`src/rtl/ps2_pkg.sv`:
```
// Shared types and constants for the PS/2 frame receiver.
package ps2_pkg;

  typedef enum logic [1:0] {
    IDLE,
    DATA,
    PARITY,
    STOP
  } state_t;

  localparam logic [7:0]  SC_BREAK  = 8'hF0;
  localparam logic [7:0]  SC_EXT    = 8'hE0;
  localparam int unsigned DATA_BITS = 8;

endpackage

```
`src/rtl/ps2_line_filter.sv`:
```
// Pin synchroniser with optional glitch filter and falling-edge strobe.
// FILTER_EN=0 gives a plain synchroniser; fall then follows the raw synchronised level.
module ps2_line_filter #(
  parameter int unsigned SYNC_STAGES = 2,
  parameter int unsigned FILTER_LEN  = 4,
  parameter bit          FILTER_EN   = 1'b1
) (
  input  logic clk,
  input  logic rst_n,
  input  logic pin,
  output logic level,
  output logic fall
);

  logic [SYNC_STAGES-1:0] sync_q;
  logic                   sync_out;

  always_ff @(posedge clk) begin
    if (!rst_n) sync_q <= '1;
    else        sync_q <= {sync_q[SYNC_STAGES-2:0], pin};
  end

  assign sync_out = sync_q[SYNC_STAGES-1];

  if (FILTER_EN) begin : g_filter
    localparam int unsigned CW = $clog2(FILTER_LEN + 1);
    logic [CW-1:0] cnt;
    logic          lvl_q;
    logic          fall_q;

    // Level flips only after FILTER_LEN consecutive samples disagree with it.
    always_ff @(posedge clk) begin
      if (!rst_n) begin
        cnt    <= '0;
        lvl_q  <= 1'b1;
        fall_q <= 1'b0;
      end else begin
        fall_q <= 1'b0;
        if (sync_out == lvl_q) begin
          cnt <= '0;
        end else if (cnt == CW'(FILTER_LEN - 1)) begin
          cnt    <= '0;
          lvl_q  <= sync_out;
          fall_q <= lvl_q;
        end else begin
          cnt <= cnt + 1'b1;
        end
      end
    end

    assign level = lvl_q;
    assign fall  = fall_q;
  end else begin : g_plain
    logic prev_q;

    always_ff @(posedge clk) begin
      if (!rst_n) prev_q <= 1'b1;
      else        prev_q <= sync_out;
    end

    assign level = sync_out;
    assign fall  = prev_q & ~sync_out;
  end

endmodule

```
`src/rtl/ps2_frame_rx.sv`:
```
// PS/2 device-to-host frame receiver with F0/E0 prefix folding and a one-entry output slot.
// Define PS2_RX_PARITY_EN to reject frames with bad odd parity.
module ps2_frame_rx
  import ps2_pkg::*;
#(
  parameter int unsigned SYNC_STAGES = 2,
  parameter int unsigned FILTER_LEN  = 4,
  parameter int unsigned TIMEOUT_CYC = 50000
) (
  input  logic       clk,
  input  logic       rst_n,
  input  logic       ps2_clk,
  input  logic       ps2_data,
  output logic [7:0] code,
  output logic       is_break,
  output logic       is_ext,
  output logic       code_valid,
  input  logic       code_ready,
  output logic       frame_err,
  output logic       overrun
);

  localparam int unsigned TW = $clog2(TIMEOUT_CYC);

  logic fall;
  logic clk_level_unused;
  logic data_s;
  logic data_fall_unused;

  ps2_line_filter #(
    .SYNC_STAGES(SYNC_STAGES),
    .FILTER_LEN (FILTER_LEN),
    .FILTER_EN  (1'b1)
  ) u_clk_filt (
    .clk  (clk),
    .rst_n(rst_n),
    .pin  (ps2_clk),
    .level(clk_level_unused),
    .fall (fall)
  );

  ps2_line_filter #(
    .SYNC_STAGES(SYNC_STAGES),
    .FILTER_LEN (FILTER_LEN),
    .FILTER_EN  (1'b0)
  ) u_data_sync (
    .clk  (clk),
    .rst_n(rst_n),
    .pin  (ps2_data),
    .level(data_s),
    .fall (data_fall_unused)
  );

  state_t        state, state_d;
  logic [2:0]    bit_cnt, bit_d;
  logic [7:0]    shreg, sh_d;
  logic          break_pend, brk_d;
  logic          ext_pend, ext_d;
  logic [TW-1:0] tcnt, tcnt_d;
  logic          err_d;
  logic          emit;
  logic          parity_ok;

`ifdef PS2_RX_PARITY_EN
  logic par_q;

  always_ff @(posedge clk) begin
    if (!rst_n)                        par_q <= 1'b0;
    else if (fall && state == PARITY) par_q <= data_s;
  end

  assign parity_ok = ^{shreg, par_q};
`else
  assign parity_ok = 1'b1;
`endif

  always_comb begin
    state_d = state;
    bit_d   = bit_cnt;
    sh_d    = shreg;
    brk_d   = break_pend;
    ext_d   = ext_pend;
    err_d   = 1'b0;
    emit    = 1'b0;
    tcnt_d  = (state == IDLE || fall) ? '0 : tcnt + 1'b1;

    if (fall) begin
      unique case (state)
        IDLE: begin
          if (!data_s) begin
            state_d = DATA;
            bit_d   = '0;
          end else begin
            err_d = 1'b1;
          end
        end
        DATA: begin
          sh_d  = {data_s, shreg[7:1]};
          bit_d = bit_cnt + 3'd1;
          if (bit_cnt == 3'(DATA_BITS - 1)) state_d = PARITY;
        end
        PARITY: state_d = STOP;
        STOP: begin
          state_d = IDLE;
          if (data_s && parity_ok) begin
            if (shreg == SC_BREAK)    brk_d = 1'b1;
            else if (shreg == SC_EXT) ext_d = 1'b1;
            else begin
              emit  = 1'b1;
              brk_d = 1'b0;
              ext_d = 1'b0;
            end
          end else begin
            err_d = 1'b1;
          end
        end
        default: state_d = IDLE;
      endcase
    end else if (state != IDLE && tcnt == TW'(TIMEOUT_CYC - 1)) begin
      state_d = IDLE;
      err_d   = 1'b1;
      tcnt_d  = '0;
    end

    if (err_d) begin
      brk_d = 1'b0;
      ext_d = 1'b0;
    end
  end

  always_ff @(posedge clk) begin
    if (!rst_n) begin
      state      <= IDLE;
      bit_cnt    <= '0;
      shreg      <= '0;
      break_pend <= 1'b0;
      ext_pend   <= 1'b0;
      tcnt       <= '0;
      code       <= '0;
      is_break   <= 1'b0;
      is_ext     <= 1'b0;
      code_valid <= 1'b0;
      frame_err  <= 1'b0;
      overrun    <= 1'b0;
    end else begin
      state      <= state_d;
      bit_cnt    <= bit_d;
      shreg      <= sh_d;
      break_pend <= brk_d;
      ext_pend   <= ext_d;
      tcnt       <= tcnt_d;
      frame_err  <= err_d;
      overrun    <= 1'b0;
      // A slot being accepted this cycle can take the new code directly.
      if (emit && (!code_valid || code_ready)) begin
        code       <= shreg;
        is_break   <= break_pend;
        is_ext     <= ext_pend;
        code_valid <= 1'b1;
      end else begin
        if (emit) overrun <= 1'b1;
        if (code_valid && code_ready) code_valid <= 1'b0;
      end
    end
  end

endmodule
```
`config.mk`:
```
export PLATFORM = sky130hd
export DESIGN_NAME = ps2_frame_rx
export DESIGN_NICKNAME = d
export VERILOG_FILES = /design/src/rtl/ps2_pkg.sv /design/src/rtl/ps2_line_filter.sv /design/src/rtl/ps2_frame_rx.sv
export SDC_FILE = /design/constraint.sdc
export NUM_CORES = 1
export LEC_CHECK = 0
export CORE_MARGIN = 2
export CORE_UTILIZATION = 57
export DETAILED_ROUTE_END_ITERATION = 6
export PLACE_DENSITY_LB_ADDON = 0.12
export SYNTH_ARGS = -nofsm -noshare
export SYNTH_HDL_FRONTEND = slang
export SYNTH_SLANG_ARGS = --single-unit
```
`constraint.sdc`:
```
create_clock -name clk -period 2.67 [get_ports clk]
set_clock_uncertainty 0.2 [all_clocks]
set_input_delay 0.534 -clock clk [delete_from_list [all_inputs] [get_ports clk]]
set_output_delay 0.534 -clock clk [all_outputs]
set_load 0.01 [all_outputs]
```
=== After elaboration in Yosys (flattened, before gate mapping) ===
Cells that the tools add are included.
W data, S select, Z words.

* Word-level logic and storage cells: 84
* Input port bits: 5
* Output and inout bits: 13
* Bits in registers: 53

* Add/subtract/negate cells: 3
* Equality and inequality tests: 13
* Mux-type cells: 26
* Reductions and logical operators: 21
* Bitwise operators: 4

{| class="wikitable"
|+ Operators by type and width
! operator !! count
|-
| $mux W16 || 3
|-
| $add A16 B1 Y16 const B || 1
|-
| $eq A16 B16 Y1 const B || 1
|-
| $eq A8 B8 Y1 const B || 2
|-
| $mux W1 || 15
|-
| $mux W2 || 4
|-
| $pmux W2 S4 || 1
|-
| $reduce_and A4 Y1 || 2
|-
| $reduce_bool A2 Y1 || 4
|-
| $add A3 B1 Y3 const B || 2
|-
| $ne A3 B3 Y1 const B || 2
|-
| $pmux W3 S2 || 1
|-
| $reduce_and A3 Y1 || 2
|-
| $reduce_or A3 Y1 || 2
|-
| $eq A2 B2 Y1 const B || 2
|-
| $ne A2 B2 Y1 const B || 2
|-
| $not A1 Y1 || 4
|-
| $reduce_and A2 Y1 || 2
|-
| $reduce_or A2 Y1 || 2
|-
| $eq A3 B2 Y1 const B || 1
|-
| $eq A3 B3 Y1 const B || 1
|-
| $logic_and A1 B1 Y1 || 3
|-
| $mux W3 || 1
|-
| $eq A2 B1 Y1 const B || 1
|-
| other kinds (5) || 6
|}

=== Depth between registers and ports, before layout ===
* Depth in word-level cells: 8
* Gate-level depth with buffers: 6
* Depth with buffers taken out: 6

=== Cells and area by module ===
Synthesis repeated with hierarchy kept, for this count alone.

* Cell total of the unflattened synthesis: 246
* Area, all modules: 2223.4 µm²

{| class="wikitable"
|+ By module, submodules not included
! module !! instances !! cells each !! area each (µm²) !! sequential area each (µm²)
|-
| ps2_frame_rx || 1 || 220 || 1893.1 || 880.8
|-
| ps2_line_filter at u_clk_filt || 1 || 19 || 245.2 || 140.1
|-
| ps2_line_filter at u_data_sync || 1 || 7 || 85.1 || 60.1
|}

=== Least setup slack after synthesis ===
OpenSTA, ideal clock, no wires.

* Path kind: register to register
* Start point: reg tcnt[10]
* End point: reg state[0]
* Cell stages (with the launch flop): 5
* Buffers on the path: 0
* Arrival time: 1.693 ns
* Path slack: 0.654 ns
* Period minus slack after synthesis: 2.016 ns
* Library setup time: 0.123 ns
* Cells stage by stage: dfxtp_1 > or4b_1 > or4_4 > o31ai_4 > o22ai_1

* Longest elaborated chain between the ends: 4

{| class="wikitable"
|+ Ends and longest elaborated chain
! element !! line !! RTL
|-
| start: declaration || ps2_frame_rx.sv:59 || <nowiki>logic [TW-1:0] tcnt, tcnt_d;</nowiki>
|-
| start signal: assignment || ps2_frame_rx.sv:151 || <nowiki>tcnt <= tcnt_d;</nowiki>
|-
| $eq A16 B16 Y1 || ps2_frame_rx.sv:119 || <nowiki>end else if (state != IDLE && tcnt == TW'(TIMEOUT_CYC - 1)) begin</nowiki>
|-
| $logic_and A1 B1 Y1 || ps2_frame_rx.sv:119 ||
|-
| $reduce_bool A2 Y1 (no line) || n/a ||
|-
| $reduce_and A3 Y1 (no line) || n/a ||
|-
| end signal: assignment || ps2_frame_rx.sv:146 || <nowiki>state <= state_d;</nowiki>
|-
| end: declaration || ps2_frame_rx.sv:54 || <nowiki>state_t state, state_d;</nowiki>
|}

No other way between the ends.
A chain may end at the register's enable or synchronous reset.

=== Final worst setup path ===
* Start point: reg tcnt[13]
* End point: reg state[0]

The elaborated chain is that of the path after synthesis.

==> flow_summary_export.csv <==
group,metric,value,unit
critical_path,path_cells,"or4b_1, or4_4, o31ai_4, o22ai_1",
critical_path,r2r_slack,0.58,ns
power_and_ir_drop,swShare,21.0,%
synthesis,syn_inst,248,
grt,grt_max_degree,48,
power_and_ir_drop,p_switching,263,uW
clocking,clock_latency,0.30,ns
critical_path,rr_startpoint,"tcnt[13]",
detailed_routing,vias_per_cell,5.35,
critical_path,cp_data_arrival_time,2.08,ns
layout,final_layout_size_suffix_gt1_share,6.02,%
grt,met3_usage,4.56,%
timing,fin_crit,2.09,ns
power_and_ir_drop,ir_drop,0.000440,V
synthesis,async_reset_ff_share,0,%
timing,finalSetupViolations,0,
run_status,status,"finished, final reports clean",
critical_path,cp.required,2.66,ns
power_and_ir_drop,clkPwrFrac,34.5,%
power_and_ir_drop,leakage,0.000828,uW
synthesis,syn_avg_cell_area,8.97,um^2
floorplanning,rows,22,
clocking,clock_tree.root_cell,"clkbuf_8",
detailed_routing,drc,0,
clocking,cts_tree,"done",
grt,met2_usage,29.4,%
floorplanning,ios,18,
layout,fillCellCount,308,
placement,dp.final_hpwl,2.54,mm
critical_path,cp_num_cells,4,
synthesis,yosys.cell_count.top_type,"dfxtp_1",
detailed_routing,ant_nets,0,
job,drv_cap,0,
layout,fin_util,68.3,%
synthesis,yosysWarnings,0,
floorplanning,coreArea,3720,um^2
timing,relSlewSlack,64.9,%
critical_path,cp_slowest_cell,"or4_4",
detailed_routing,avgRoutedWirePerCell,11.6,um
critical_path,timing.rr.end,"state[0]",
grt,use_met1,25.5,%
synthesis,syn_nets,261,
clocking,cts_buffers,5,
timing,slew_violations,0,
grt,grt_use_total,19.0,%
timing,tightest_slew,0.519,ns
placement,io_buffers,17,
layout,syn_to_final_growth,14.1,%
grt,grt_pass1_vias,1499,
floorplanning,die_x,66.5,um
synthesis,synth_top_area_cell,"dfxtp_1",
synthesis,synthTopCellsByCount,"dfxtp_1 (53), nand2_1 (28), nand3_1 (27)",
synthesis,synth_cell_types,36,
grt,top_usage_layer,"met2",
worst_hold_path,worstHoldPathType,"register to register",
critical_path,startpoint,"tcnt[13]",
layout,multi_input_area,1090,um^2
power_and_ir_drop,power.share.combinational,2.3,%
placement,gp_congestion,0.765,
layout,seqCellArea,1060,um^2
power_and_ir_drop,powerDensity,495,nW/um^2
critical_path,r2r_cells,4,
power_and_ir_drop,internal_power,993,uW
synthesis,seq_area_frac_synth,47.7,%
layout,n_antenna_cell,0,
grt,grt_pass1_wl,6.51,mm
critical_path,end_kind,"register",
detailed_routing,drt_iter0_markers,79,
detailed_routing,firstDrtPassIters,4,
layout,fin_nets,278,
synthesis,synth_top_area_share,47.7,%
grt,antenna_found_initial,0,
clocking,cts.path.max_buffers,2,
synthesis,ys_ff_latch,53,
clocking,ctsHtreeMaxLevel,2,
timing,hold_viol_final,0,
clocking,hold_buffers,0,
clocking,clk_pin_slew,0.09,ns
floorplanning,dieArea,4420,um^2
critical_path,start_kind,"register",
detailed_routing,vias,1681,
synthesis,ys.flop_type,"dfxtp_1",
critical_path,cp-endpoint,"state[0]",
critical_path,worstPathMaxFanout,4,
floorplanning,start_util,59.8,%
clocking,cts_setup_buffers,0,
clocking,clock_sinks,53,
timing,fmax,0.478,GHz
timing,fin_crit_sh,78.4,%
detailed_routing,wirelength,3.63,mm
grt,overflow,0,
critical_path,path_buf_inv,0,
power_and_ir_drop,power_frac_seq,63.3,%
floorplanning,die_y,66.5,um
clocking,ctsResizeCount,0,
synthesis,synthTopCellsByArea,"dfxtp_1 (48%), nand3_1 (6.1%), nand2_1 (4.7%)",
critical_path,critPathTopFamily,"simple AND/OR/NAND/NOR gates",
timing,rsz0062_at_grt,"false",
synthesis,synth_edf_count,0,
synthesis,synth_area,2220,um^2
timing,setup_tns,0,ns
critical_path,worst-setup-path-type,"register to register",
critical_path,cpPeakStageDelay,0.60,ns
==> flip-flops by register name, indices dropped and copies added, names as in the netlist, 2 cells and up <==
register                 flops
tcnt                        16
code                         8
shreg                        8
bit_cnt                      3
u_clk_filt.g_filter.cnt      3
state                        2
u_clk_filt.sync_q            2
u_data_sync.sync_q           2
==> final cells by class <==
cell class	count	share of cell area, %
Multi-Input combinational cell	175	42.8
Sequential cell	53	41.8
Timing Repair Buffer	21	8.38
Clock buffer	7	3.01
Tap cell	48	2.37
Inverter	9	1.33
Clock inverter	1	0.296
==> placed cells by master, fill, tap and decap left out, drive strengths merged, types with 8 or more instances in the layout <==
cell and instances:
dfxtp 53, nand2 28, nand3 28, nor2 25, clkdlybuf4s50 17, xnor2 12, o21ai 10, inv 9
a21boi 8, ha 8
==> how the worst min path moves through the flow <==
stage                     startpoint               endpoint  slack (ns)  cells after the start
2_1_floorplan   u_clk_filt.sync_q[0]   u_clk_filt.sync_q[1]        0.19                      1
3_3_place_gp    u_clk_filt.sync_q[0]   u_clk_filt.sync_q[1]        0.19                      1
3_5_place_dp   u_data_sync.sync_q[0]  u_data_sync.sync_q[1]        0.19                      1
4_1_cts        u_data_sync.sync_q[0]  u_data_sync.sync_q[1]        0.21                      1
5_1_grt         u_clk_filt.sync_q[0]   u_clk_filt.sync_q[1]        0.23                      1
6_report       u_data_sync.sync_q[0]  u_data_sync.sync_q[1]        0.21                      1
==> through the flow <==
step / std cells / total power, uW / setup slack (ns) / area, um^2 / hold WS [ns]
2_1_floorplan: 248 / 831 / 0.654 / 2220 / 0.186
3_3_place_gp: 306 / 842 / 0.608 / 2450 / 0.190
3_5_place_dp: 306 / 842 / 0.589 / 2450 / 0.191
4_1_cts: 314 / 1270 / 0.575 / 2540 / 0.213
5_1_grt: 314 / 1310 / 0.490 / 2540 / 0.232
6_report: 314 / 1260 / 0.577 / 2540 / 0.210
==> cell families (layout without fill, tap and decap cells) <==
family | count (synthesis) | count (layout) | share of synthesized area [%]
adder cells (fa/ha/maj) | 8 | 8 | 4.50
XOR/XNOR | 15 | 15 | 5.91
AND/OR/NAND/NOR | 118 | 118 | 27.1
flip-flops | 53 | 53 | 47.7
buffers and inverters | 20 | 38 | 3.71
multiplexers | 2 | 2 | 0.900
AO/OA/AOI/OAI | 32 | 32 | 10.1
==> power by group through the flow <==
stage | Clock [uW] | Combinational (uW) | Sequential (uW)
floorplan | 0 | 17.8 | 813
global placement | 0 | 28.5 | 813
detailed placement | 0 | 28.9 | 814
CTS | 446 | 28.9 | 795
global route | 479 | 31.7 | 796
finish | 433 | 28.6 | 795
==> metal layers <==
layer / share of wire (%) / routed length, um
met1: 53 / 1930
met2: 41 / 1500
met3: 3.6 / 132
met4: 2.0 / 73
met5: 0 / 0
Note: power is estimated with default switching activity, not from simulation.
